==> src/rtl/uart_tx_arbiter.sv <==
// uart_tx_arbiter: round-robin arbiter that lets NUM_REQ byte sources share
// one UART transmit FIFO. The winner holds the channel until its message ends,
// LOCK_MAX bytes have gone through, or (timeout build) it sits idle for TIMEOUT cycles.
// Optional feature macro: UART_ARB_TIMEOUT_EN (idle-owner forced release).
module uart_tx_arbiter #(
    parameter int NUM_REQ  = 2,
    parameter int LOCK_MAX = 64,
    parameter int TIMEOUT  = 1024
) (
    input  logic                 clk_i,
    input  logic                 reset_i,
    input  logic [NUM_REQ*8-1:0] req_data_i,
    input  logic [NUM_REQ-1:0]   req_valid_i,
    input  logic [NUM_REQ-1:0]   req_last_i,
    output logic [NUM_REQ-1:0]   req_ready_o,
    output logic [7:0]           tx_data_o,
    output logic                 tx_valid_o,
    input  logic                 tx_ready_i,
    output logic [NUM_REQ-1:0]   grant_o,
    output logic                 busy_o
);
    localparam int IW = (NUM_REQ > 1) ? $clog2(NUM_REQ) : 1;

    typedef enum logic {IDLE, LOCKED} state_t;

    state_t        state;
    logic [IW-1:0] owner;
    logic [IW-1:0] ptr;
    logic [IW-1:0] sel;
    logic [IW:0]   scan;
    logic          found;
    logic [7:0]    burst_cnt;
    logic [7:0]    cnt_next;
    logic          slot_free;
    logic          xfer;
    logic          hit_max;
    logic          release_now;
    logic          timeout_hit;
    logic [IW-1:0] next_ptr;
    logic [7:0]    owner_byte;

`ifdef UART_ARB_TIMEOUT_EN
    localparam int TW = (TIMEOUT > 1) ? $clog2(TIMEOUT + 1) : 1;
    logic [TW-1:0] idle_cnt;
    // The owner has been silent for TIMEOUT cycles once this cycle is counted.
    assign timeout_hit = (state == LOCKED) && !req_valid_i[owner] &&
                         (idle_cnt == TW'(TIMEOUT - 1));
`else
    // Without the timeout build the owner is never pre-empted for silence;
    // TIMEOUT is legal-range only, so this comparison folds to zero.
    assign timeout_hit = (TIMEOUT < 0);
`endif

    // The output register can take a byte when it is empty or draining this cycle.
    assign slot_free   = !tx_valid_o || tx_ready_i;
    assign owner_byte  = req_data_i[{owner, 3'b000} +: 8];
    assign xfer        = (state == LOCKED) && req_valid_i[owner] && slot_free;
    assign cnt_next    = burst_cnt + 8'd1;
    assign hit_max     = (cnt_next == 8'(LOCK_MAX));
    assign release_now = (xfer && (req_last_i[owner] || hit_max)) || timeout_hit;
    assign next_ptr    = (owner == IW'(NUM_REQ - 1)) ? '0 : owner + 1'b1;
    assign busy_o      = (state == LOCKED) || tx_valid_o;

    // Round-robin pick: first valid requester scanning from ptr upward, wrapping.
    always_comb begin
        sel   = '0;
        found = 1'b0;
        scan  = '0;
        for (int k = NUM_REQ - 1; k >= 0; k--) begin
            scan = {1'b0, ptr} + (IW + 1)'(k);
            if (scan >= (IW + 1)'(NUM_REQ)) begin
                scan = scan - (IW + 1)'(NUM_REQ);
            end
            if (req_valid_i[scan[IW-1:0]]) begin
                sel   = scan[IW-1:0];
                found = 1'b1;
            end
        end
    end

    // Only the owner sees ready, and only while LOCKED with room in the output register.
    always_comb begin
        req_ready_o = '0;
        if ((state == LOCKED) && slot_free) begin
            req_ready_o[owner] = 1'b1;
        end
    end

    // Arbitration FSM, burst accounting and the registered output byte.
    always_ff @(posedge clk_i or posedge reset_i) begin
        if (reset_i) begin
            state      <= IDLE;
            owner      <= '0;
            ptr        <= '0;
            burst_cnt  <= '0;
            grant_o    <= '0;
            tx_data_o  <= 8'h00;
            tx_valid_o <= 1'b0;
`ifdef UART_ARB_TIMEOUT_EN
            idle_cnt   <= '0;
`endif
        end else begin
            case (state)
                IDLE: begin
                    if (found) begin
                        state     <= LOCKED;
                        owner     <= sel;
                        grant_o   <= NUM_REQ'(1) << sel;
                        burst_cnt <= '0;
`ifdef UART_ARB_TIMEOUT_EN
                        idle_cnt  <= '0;
`endif
                    end
                end
                LOCKED: begin
                    if (xfer) begin
                        burst_cnt <= cnt_next;
                    end
`ifdef UART_ARB_TIMEOUT_EN
                    if (req_valid_i[owner]) begin
                        idle_cnt <= '0;
                    end else begin
                        idle_cnt <= idle_cnt + 1'b1;
                    end
`endif
                    if (release_now) begin
                        state   <= IDLE;
                        grant_o <= '0;
                        ptr     <= next_ptr;
                    end
                end
                default: state <= IDLE;
            endcase

            // A new byte replaces a draining one in the same cycle (full throughput).
            if (xfer) begin
                tx_data_o  <= owner_byte;
                tx_valid_o <= 1'b1;
            end else if (tx_ready_i) begin
                tx_valid_o <= 1'b0;
            end
        end
    end
endmodule
==> config.mk <==
export PLATFORM = sky130hd
export DESIGN_NAME = uart_tx_arbiter
export DESIGN_NICKNAME = d
export VERILOG_FILES = /design/src/rtl/uart_tx_arbiter.sv
export SDC_FILE = /design/constraint.sdc
export NUM_CORES = 1
export LEC_CHECK = 0
export BUFFER_PORTS_ARGS = -buffer_cell sky130_fd_sc_hd__buf_2
export CAP_MARGIN = 20
export CORE_ASPECT_RATIO = 0.75
export CORE_MARGIN = 5
export CORE_UTILIZATION = 45
export DETAILED_ROUTE_END_ITERATION = 6
export PLACE_DENSITY = 0.79
export SYNTH_ARGS = -nofsm -noshare
export SYNTH_HDL_FRONTEND = slang
export SYNTH_SLANG_ARGS = --single-unit
==> constraint.sdc <==
create_clock -name clk_i -period 1.55 [get_ports clk_i]
set_input_delay 0.0775 -clock clk_i [delete_from_list [all_inputs] [get_ports clk_i]]
set_output_delay 0.0775 -clock clk_i [all_outputs]
set_load 0.01 [all_outputs]
Yosys cells after proc, flatten, opt, wreduce, memory -nomap -nowiden
Cells that the tools add are included.

Add/sub/neg operators: 5. $lt $le $gt $ge: 6. Equal/unequal tests: 4. Shift-type cells: 2. Multiplexer cells: 29. Bitwise logic cells: 1. Reduce and logical (&&, ||, !) cells: 14.

Operators with widths (number): 1-bit two-way mux (20); 8-bit two-way mux (2); 8-bit case mux with 2 select lines (1); 16-bit by 5-bit indexed part select with 8-bit output (1); 8-bit by 1-bit adder with 8-bit output, second input constant (1); 8-bit by 7-bit == test with 1-bit output, second input constant (1); 2-bit AND reduction (4); 1-bit by 2-bit less-than comparator with 1-bit output, second input constant (3); 2-bit two-way mux (3); 1-bit logical AND (5); 2-bit by 1-bit != test with 1-bit output, second input constant (2); 2-bit case mux with 2 select lines (1); 1-bit logical OR (3); 1-bit by 1-bit adder with 2-bit output, second input constant (1); 1-bit by 2-bit >= comparator with 1-bit output, second input constant (1); 2-bit >= comparator, second input constant (1); 2-bit != test, second input constant (1); 1-bit case mux with 2 select lines (1); 2-bit nonzero test (1); 1-bit by 1-bit << shifter with 2-bit output, first input constant (1); 1-bit subtractor, second input constant (2); 1-bit adder, second input constant (1); 1-bit demux with 1-bit select (1); 1-bit >= comparator, second input constant (1); other kinds (2) (2).

Flip-flop bits (word level): 22.

Longest topological paths before layout
Gate-level depths: netlist (run 1).

Depth in word-level cells: 10. Mapped depth: 7. Mapped depth without buffers: 6.

Worst setup path before layout (run 1)
Ideal clock, no wire load.

Kind: reg-to-reg. Start: register burst_cnt[4]. End: register ptr. Setup time: 0.082 ns. Data arrival time: 1.490 ns. Required time: 1.468 ns. Slack: -0.022 ns. Cell stages (with the launch flop): 7. Buffers on the path: 1. Period minus slack after synthesis: 1.572 ns. Cells stage by stage: dfrtp_1 buf_2 a211oi_1 o211ai_1 o31a_1 a211oi_2 mux2i_1.

Cells in the longest elaborated chain, start to end: 5.

RTL lines: start, declared (RTL line 32) `logic [7:0] burst_cnt;`; start signal, assigned (RTL line 117) `burst_cnt <= cnt_next;`; 8-bit by 1-bit adder with 8-bit output (RTL line 58) `assign cnt_next = burst_cnt + 8'd1;`; 8-bit by 7-bit == test with 1-bit output (RTL line 59) `assign hit_max = (cnt_next == 8'(LOCK_MAX));`; 1-bit logical OR (RTL line 60) `assign release_now = (xfer && (req_last_i[owner] || hit_max)) || timeout_hit;`; 1-bit logical AND (RTL line 60); 2-bit AND reduction (no source line); end signal, assigned (RTL line 129) `ptr <= next_ptr;`; end, declared (RTL line 28) `logic [IW-1:0] ptr;`.

Every way passes these cells. A chain may end at the register's enable or synchronous reset.

Final worst setup path (run 1)
Start: register burst_cnt[1]. End: register ptr.

Same word-level chain as after synthesis.

==> results of run 1 <==
==> power groups by stage <==
stage          Sequential [W]  Clock (W)  Combinational (W)
2_1_floorplan        0.000999          0           0.000657
3_3_place_gp         0.000941          0            0.00114
3_5_place_dp         0.000953          0            0.00119
4_1_cts              0.000952   0.000336            0.00119
5_1_grt              0.000991   0.000361            0.00131
6_report             0.000958   0.000316            0.00118
==> synth_stat cells, drive strengths merged, types with 2 or more instances <==
library cell,n,area share
nand2b,3,0.016
a211oi,2,0.017
a21oi,6,0.026
buf,3,0.013
clkbuf,3,0.0096
dfrtp,22,0.47
mux2i,10,0.086
o21ai,19,0.081
inv,4,0.013
o31ai,3,0.019
nor3,2,0.0086
nand2,14,0.045
nand3,7,0.034
nor2,8,0.026
and4,2,0.016
nor2b,3,0.016
==> timing repair <==
action                                  4_1_cts  5_1_grt
hold buffers                                  1        0
resized for setup                             3        1
pin swaps                                     0        1
endpoints found under the setup margin        4        6
hold endpoints to repair                     22        0
==> cell families after synthesis <==
kind of cell / count (synthesis)
XOR/XNOR: 1
buffers and inverters: 10
AND/OR/NAND/NOR: 45
adder cells (fa/ha/maj): 1
multiplexers: 11
flip-flops: 22
AO/OA/AOI/OAI: 36
==> critical path, stage by stage, from the launching register on <==
cell      delay, ps
dfrtp_2         460
a211oi_2        260
o211ai_1        110
o31a_1          320
a211oi_2        210
mux2i_1         210
==> sequential cells by signal (all words and copies together), names as in the netlist <==
register,flops
tx_valid_o,1
grant_o,2
ptr,1
state,1
owner,1
burst_cnt,8
tx_data_o,8
==> layer usage <==
metal | global-route usage | vias up | part of all wire
met5 | 0 | - | 0
met4 | 0.05825 | 0 | 0.017
met3 | 0.04593 | 6 | 0.030
met2 | 0.2456 | 19 | 0.48
met1 | 0.2121 | 468 | 0.47
li1 | - | 547 | -
==> area by class of cell <==
type | instances | area (µm²)
clock buffers | 4 | 36.28
flip-flops and latches | 22 | 554.3
fillers | 232 | 1016
multi-input cells | 94 | 580.6
repair buffers | 51 | 295.3
inverters | 4 | 15.01
well taps | 36 | 45.04
==> worst max path at each step <==
stage | cells past startpoint | slack (ps) | startpoint | to
2_1_floorplan | 6 | 30 | burst_cnt[4]$_DFFE_PP0P_ | ptr$_DFFE_PP0P_
3_5_place_dp | 5 | -120 | burst_cnt[0]$_DFFE_PP0P_ | ptr$_DFFE_PP0P_
3_3_place_gp | 5 | 20 | burst_cnt[1]$_DFFE_PP0P_ | ptr$_DFFE_PP0P_
5_1_grt | 5 | -150 | burst_cnt[1]$_DFFE_PP0P_ | ptr$_DFFE_PP0P_
6_report | 5 | -90 | burst_cnt[1]$_DFFE_PP0P_ | ptr$_DFFE_PP0P_
4_1_cts | 5 | -80 | burst_cnt[1]$_DFFE_PP0P_ | ptr$_DFFE_PP0P_
==> metrics by stage <==
stage | setup slack (ps) | utilization | setup TNS [ps] | hold slack, ps | cells
after floorplan | 27.42 | - | 0 | 66.73 | 126
after global placement | 15.26 | 0.5787 | 0 | 120.5 | 206
after detailed placement | -116.8 | 0.5787 | -235.3 | 128.7 | 206
after CTS | -76.50 | 0.5999 | -130.1 | 14.34 | 211
after global routing | -145.1 | 0.6004 | -406.0 | 37.21 | 211
final | -85.22 | 0.6004 | -98.44 | 50.63 | 211
==> results.ini, run 1 <==
[status]
status = finished, violations left
violations = negative setup slack

[power_and_ir_drop]
p_seq_frac = 0.390
pwr-share-comb = 0.481
peakVddDrop_mv = 1.013
intPower_w = 0.001481
power_density_nw_per_um2 = 1608
power_frac_clock = 0.129
swShare = 0.3966
p_sw_w = 0.0009731
p_leak_nw = 0.7531
power_w = 0.002454

[yosys]
synth_cells = 126
synth_area_per_cell_um2 = 9.265
synth_compound_area_frac = 0.1811
synth_xor_area_frac = 0.007503
synth_mux_area_frac = 0.09539
async_flop_share = 1.000
synth_top_flop_cell = dfrtp_1
synth-adder-area-share = 0.01072
yosys_warnings = 0
synth_seq_area_share = 0.4716
synth-edff-count = 0
ys_types = 34
ys_ff_latch = 22
synth_top_family_by_area = simple AND/OR/NAND/NOR gates
synth_area_um2 = 1167
syn_nets = 150
yosys.area_share.simple = 0.1983

[timing]
fin_crit_sh = 1.055
rsz0062_at_grt = yes
relSlewSlack = 0.7617
worst_pin_slew_ps = 347.6
final-hold-violation-count = 0
final_max_slew_viol_count = 0
post-route-min-period_ps = 1635
finalSetupViolCount = 2
fin_ws_ps = -85.22
finClkSkew_ps = 6.043
max_freq_mhz = 611.5

[cts]
htreeDepth = 1
cts_sinks = 22
clock_path_buffers = 2
postCtsSetupBuffers = 0
cts-root-buf = clkbuf_4
cts_buffers = 3
clk_latency_ps = 310
cts_tree = done
clk_pin_slew_worst_paths_ps = 120

[hold_path]
hold_start = req_data_i[4]
hold_depth = 3
hp-class = in2reg
hold_end = tx_data_o[4]$_DFFE_PP0P_

[flow_run]
max_cap_viol_count = 0

[critical_path]
worst-setup-path-type = reg2reg
cp-end-kind = flop
arrival_ps = 1870
cp-start-kind = flop
cp_max_fo = 6
r2r_slack_ps = -90
cp.required_ps = 1790
r2r_cells = 5
reg2reg_to = ptr$_DFFE_PP0P_
reg2reg_from = burst_cnt[1]$_DFFE_PP0P_

[placement]
dp_hpwl_mm = 2.112
portBuffers = 36
placed_area_um2 = 1471
place.gp.congestion = 0.8054

[die]
dieArea_um2 = 3723
rows = 16
coreArea_um2 = 2542
dieHeight_um = 54.11
ios = 37
die_w_um = 68.81
start_util = 0.4592

[grt]
grt.total_usage = 0.1592
antenna_found_initial = 0
gr-total-overflow = 0
grt_pass1_wl_mm = 4.347
grt_max_degree = 23
grt_pass1_vias = 1002

[finish]
nNetsFinal = 200
drive_above_1_share = 0.3657
final_common_cell = buf_2
diodes = 0
syn_to_final_growth_pct = 30.76
final_cell_mix = buf_2, o21ai_0, dfrtp_1
post-route-cell-area_um2 = 1526

[drt]
vias_per_cell = 4.929
firstDrtPassIters = 3
wl_mm = 2.739
vias = 1040
drc = 0
wl_per_cell_um = 12.98
ant_nets = 0
drt-initial-drc-count = 33

Power figures use the tool's default switching activity.
==> run 2: changes to the inputs <==
- CORE_ASPECT_RATIO: 0.75 -> 1.1
- PLACE_DENSITY: 0.79 -> 0.73
==> run 2 against run 1 <==
Effect of this change:
- the flow still finishes with violations (negative setup slack)
- flip-flop and latch count stayed put
- cell count is 1.9% lower
- non-clock buffer count is 1 higher
- sequential power is 1% higher
- routed wire length is 0.37% lower
- critical endpoint unchanged
- die area is 0.25% lower
- combinational power hardly changed
- setup slack better by 17 ps
- clock power hardly changed
- largest cell class unchanged
- first-iteration DRC count is 55% lower
- critical path depth stayed put
- highest routed layer unchanged
- total power is 0.88% higher
==> results.ini, run 2 (synthesis results as in run 1) <==
[status]
status = finished, violations left
violations = negative setup slack

[power_and_ir_drop]
power_density_nw_per_um2 = 1598
p_leak_nw = 0.7688
peakVddDrop_mv = 1.036
p_seq_frac = 0.392
pwr-share-comb = 0.481
power_frac_clock = 0.127
intPower_w = 0.001495
power_w = 0.002475
p_sw_w = 0.0009800
swShare = 0.3959

[cts]
cts_buffers = 3
htreeDepth = 1
clk_pin_slew_worst_paths_ps = 120
cts_tree = done
cts-root-buf = clkbuf_4
clk_latency_ps = 300
cts_sinks = 22
clock_path_buffers = 2

[critical_path]
cp.required_ps = 1780
arrival_ps = 1850
cp_max_fo = 7
cp-end-kind = flop
cp-start-kind = flop
worst-setup-path-type = reg2reg

[grt]
grt_pass1_vias = 1111
grt.total_usage = 0.1572
grt_max_degree = 23
gr-total-overflow = 0
antenna_found_initial = 0
grt_pass1_wl_mm = 4.754

[drt]
firstDrtPassIters = 4
drc = 0
vias = 1097
drt-initial-drc-count = 15
wl_per_cell_um = 13.18
vias_per_cell = 5.300
wl_mm = 2.729
ant_nets = 0

[die]
die_w_um = 58.56
coreArea_um2 = 2496
ios = 37
rows = 19
dieHeight_um = 63.42
dieArea_um2 = 3714
start_util = 0.4677

[placement]
portBuffers = 36
place.gp.congestion = 0.7944
dp_hpwl_mm = 2.121

[finish]
drive_above_1_share = 0.3864
final_cell_mix = buf_2, dfrtp_1, o21ai_0
syn_to_final_growth_pct = 32.69
diodes = 0
reg_top3 = burst_cnt x8, tx_data_o x8, grant_o x2
nNetsFinal = 201
nFillCells = 227
final_common_cell = buf_2

[timing]
whs_ps = 49.39
final_max_slew_viol_count = 0
finClkSkew_ps = 3.721
final-hold-violation-count = 0
finalSetupTns_ps = -152.3
max_freq_mhz = 617.9
fin_ws_ps = -68.27
post-route-min-period_ps = 1618
fin_crit_sh = 1.044
worst_pin_slew_ps = 447.0
relSlewSlack = 0.6935
finalSetupViolCount = 3
rsz0062_at_grt = yes

[hold_path]
hp-class = in2reg

[flow_run]
max_cap_viol_count = 0

## run 2: cell count changes in the layout (fill, tap and decap cells not counted)
cell,delta
and2_1,-1
a21oi_2,+1
buf_4,+1
o22ai_2,+1
a21oi_4,+1
o22ai_1,-1
a21oi_1,-2
o21ai_1,+1
o21ai_0,-1
and2_2,+1
dfrtp_1,+1
dfrtp_2,-1
## run 2: critical path: stages (launching register included)
cell and delay (ps):
dfrtp_2 470, a211oi_2 230, o211ai_1 110, o31a_1 330, a211oi_2 210, mux2i_1 210
## run 2: path summary, 6_finish.rpt
path	from	to	slack, ps	cells after the start
worst max-delay path	burst_cnt[1]$_DFFE_PP0P_	ptr$_DFFE_PP0P_	-70	5
worst min-delay path	req_data_i[3]	tx_data_o[3]$_DFFE_PP0P_	50	3
worst max register to register	burst_cnt[1]$_DFFE_PP0P_	ptr$_DFFE_PP0P_	-70	5
worst min register to register	tx_data_o[2]$_DFFE_PP0P_	tx_data_o[2]$_DFFE_PP0P_	500	2
max in group asynchronous	reset_i	burst_cnt[0]$_DFFE_PP0P_	1000	4
min in group asynchronous	reset_i	tx_data_o[0]$_DFFE_PP0P_	320	4
## run 2: routing by layer
layer	GRT usage	up-vias	share of wire
met5	0	-	0
met2	0.2640	28	0.51
met4	0.04928	0	0.0081
met1	0.2018	517	0.42
li1	-	546	-
met3	0.02653	6	0.054
## run 2: area by class of cell
cell class / count / area (µm²) / share of cell area
multi-input combinational: 94 / 603.1 / 0.3893
sequential: 22 / 553.0 / 0.3570
timing repair buffer: 52 / 302.8 / 0.1955
tap: 31 / 38.79 / 0.02504
clock buffer: 4 / 36.28 / 0.02342
inverter: 4 / 15.01 / 0.009693
## run 2: repair_timing
item                       CTS  global route
hold buffers                 1             0
buffers inserted             0             1
setup endpoints to repair    4            10
hold endpoints to repair    22             0
resized for setup            2             7
pin swaps                    0             0
## run 2: power by group through the flow
stage | Combinational, W | Clock [W] | Sequential, W
finish | 0.00119 | 0.000315 | 0.000971
global route | 0.00135 | 0.000350 | 0.00101
CTS | 0.00116 | 0.000320 | 0.000968
detailed placement | 0.00115 | 0 | 0.000969
global placement | 0.00111 | 0 | 0.000954
floorplan | 0.000657 | 0 | 0.000999
## run 2: stage by stage
stage                     cell area (µm²)  setup slack (ps)  utilization  cells
after floorplan                      1167             27.42            -    126
after CTS                            1518            -77.04       0.6080    206
after global placement               1465            -6.689       0.5870    201
after detailed placement             1465            -98.43       0.5870    201
after global routing                 1549            -152.1       0.6206    207
final                                1549            -68.27       0.6206    207
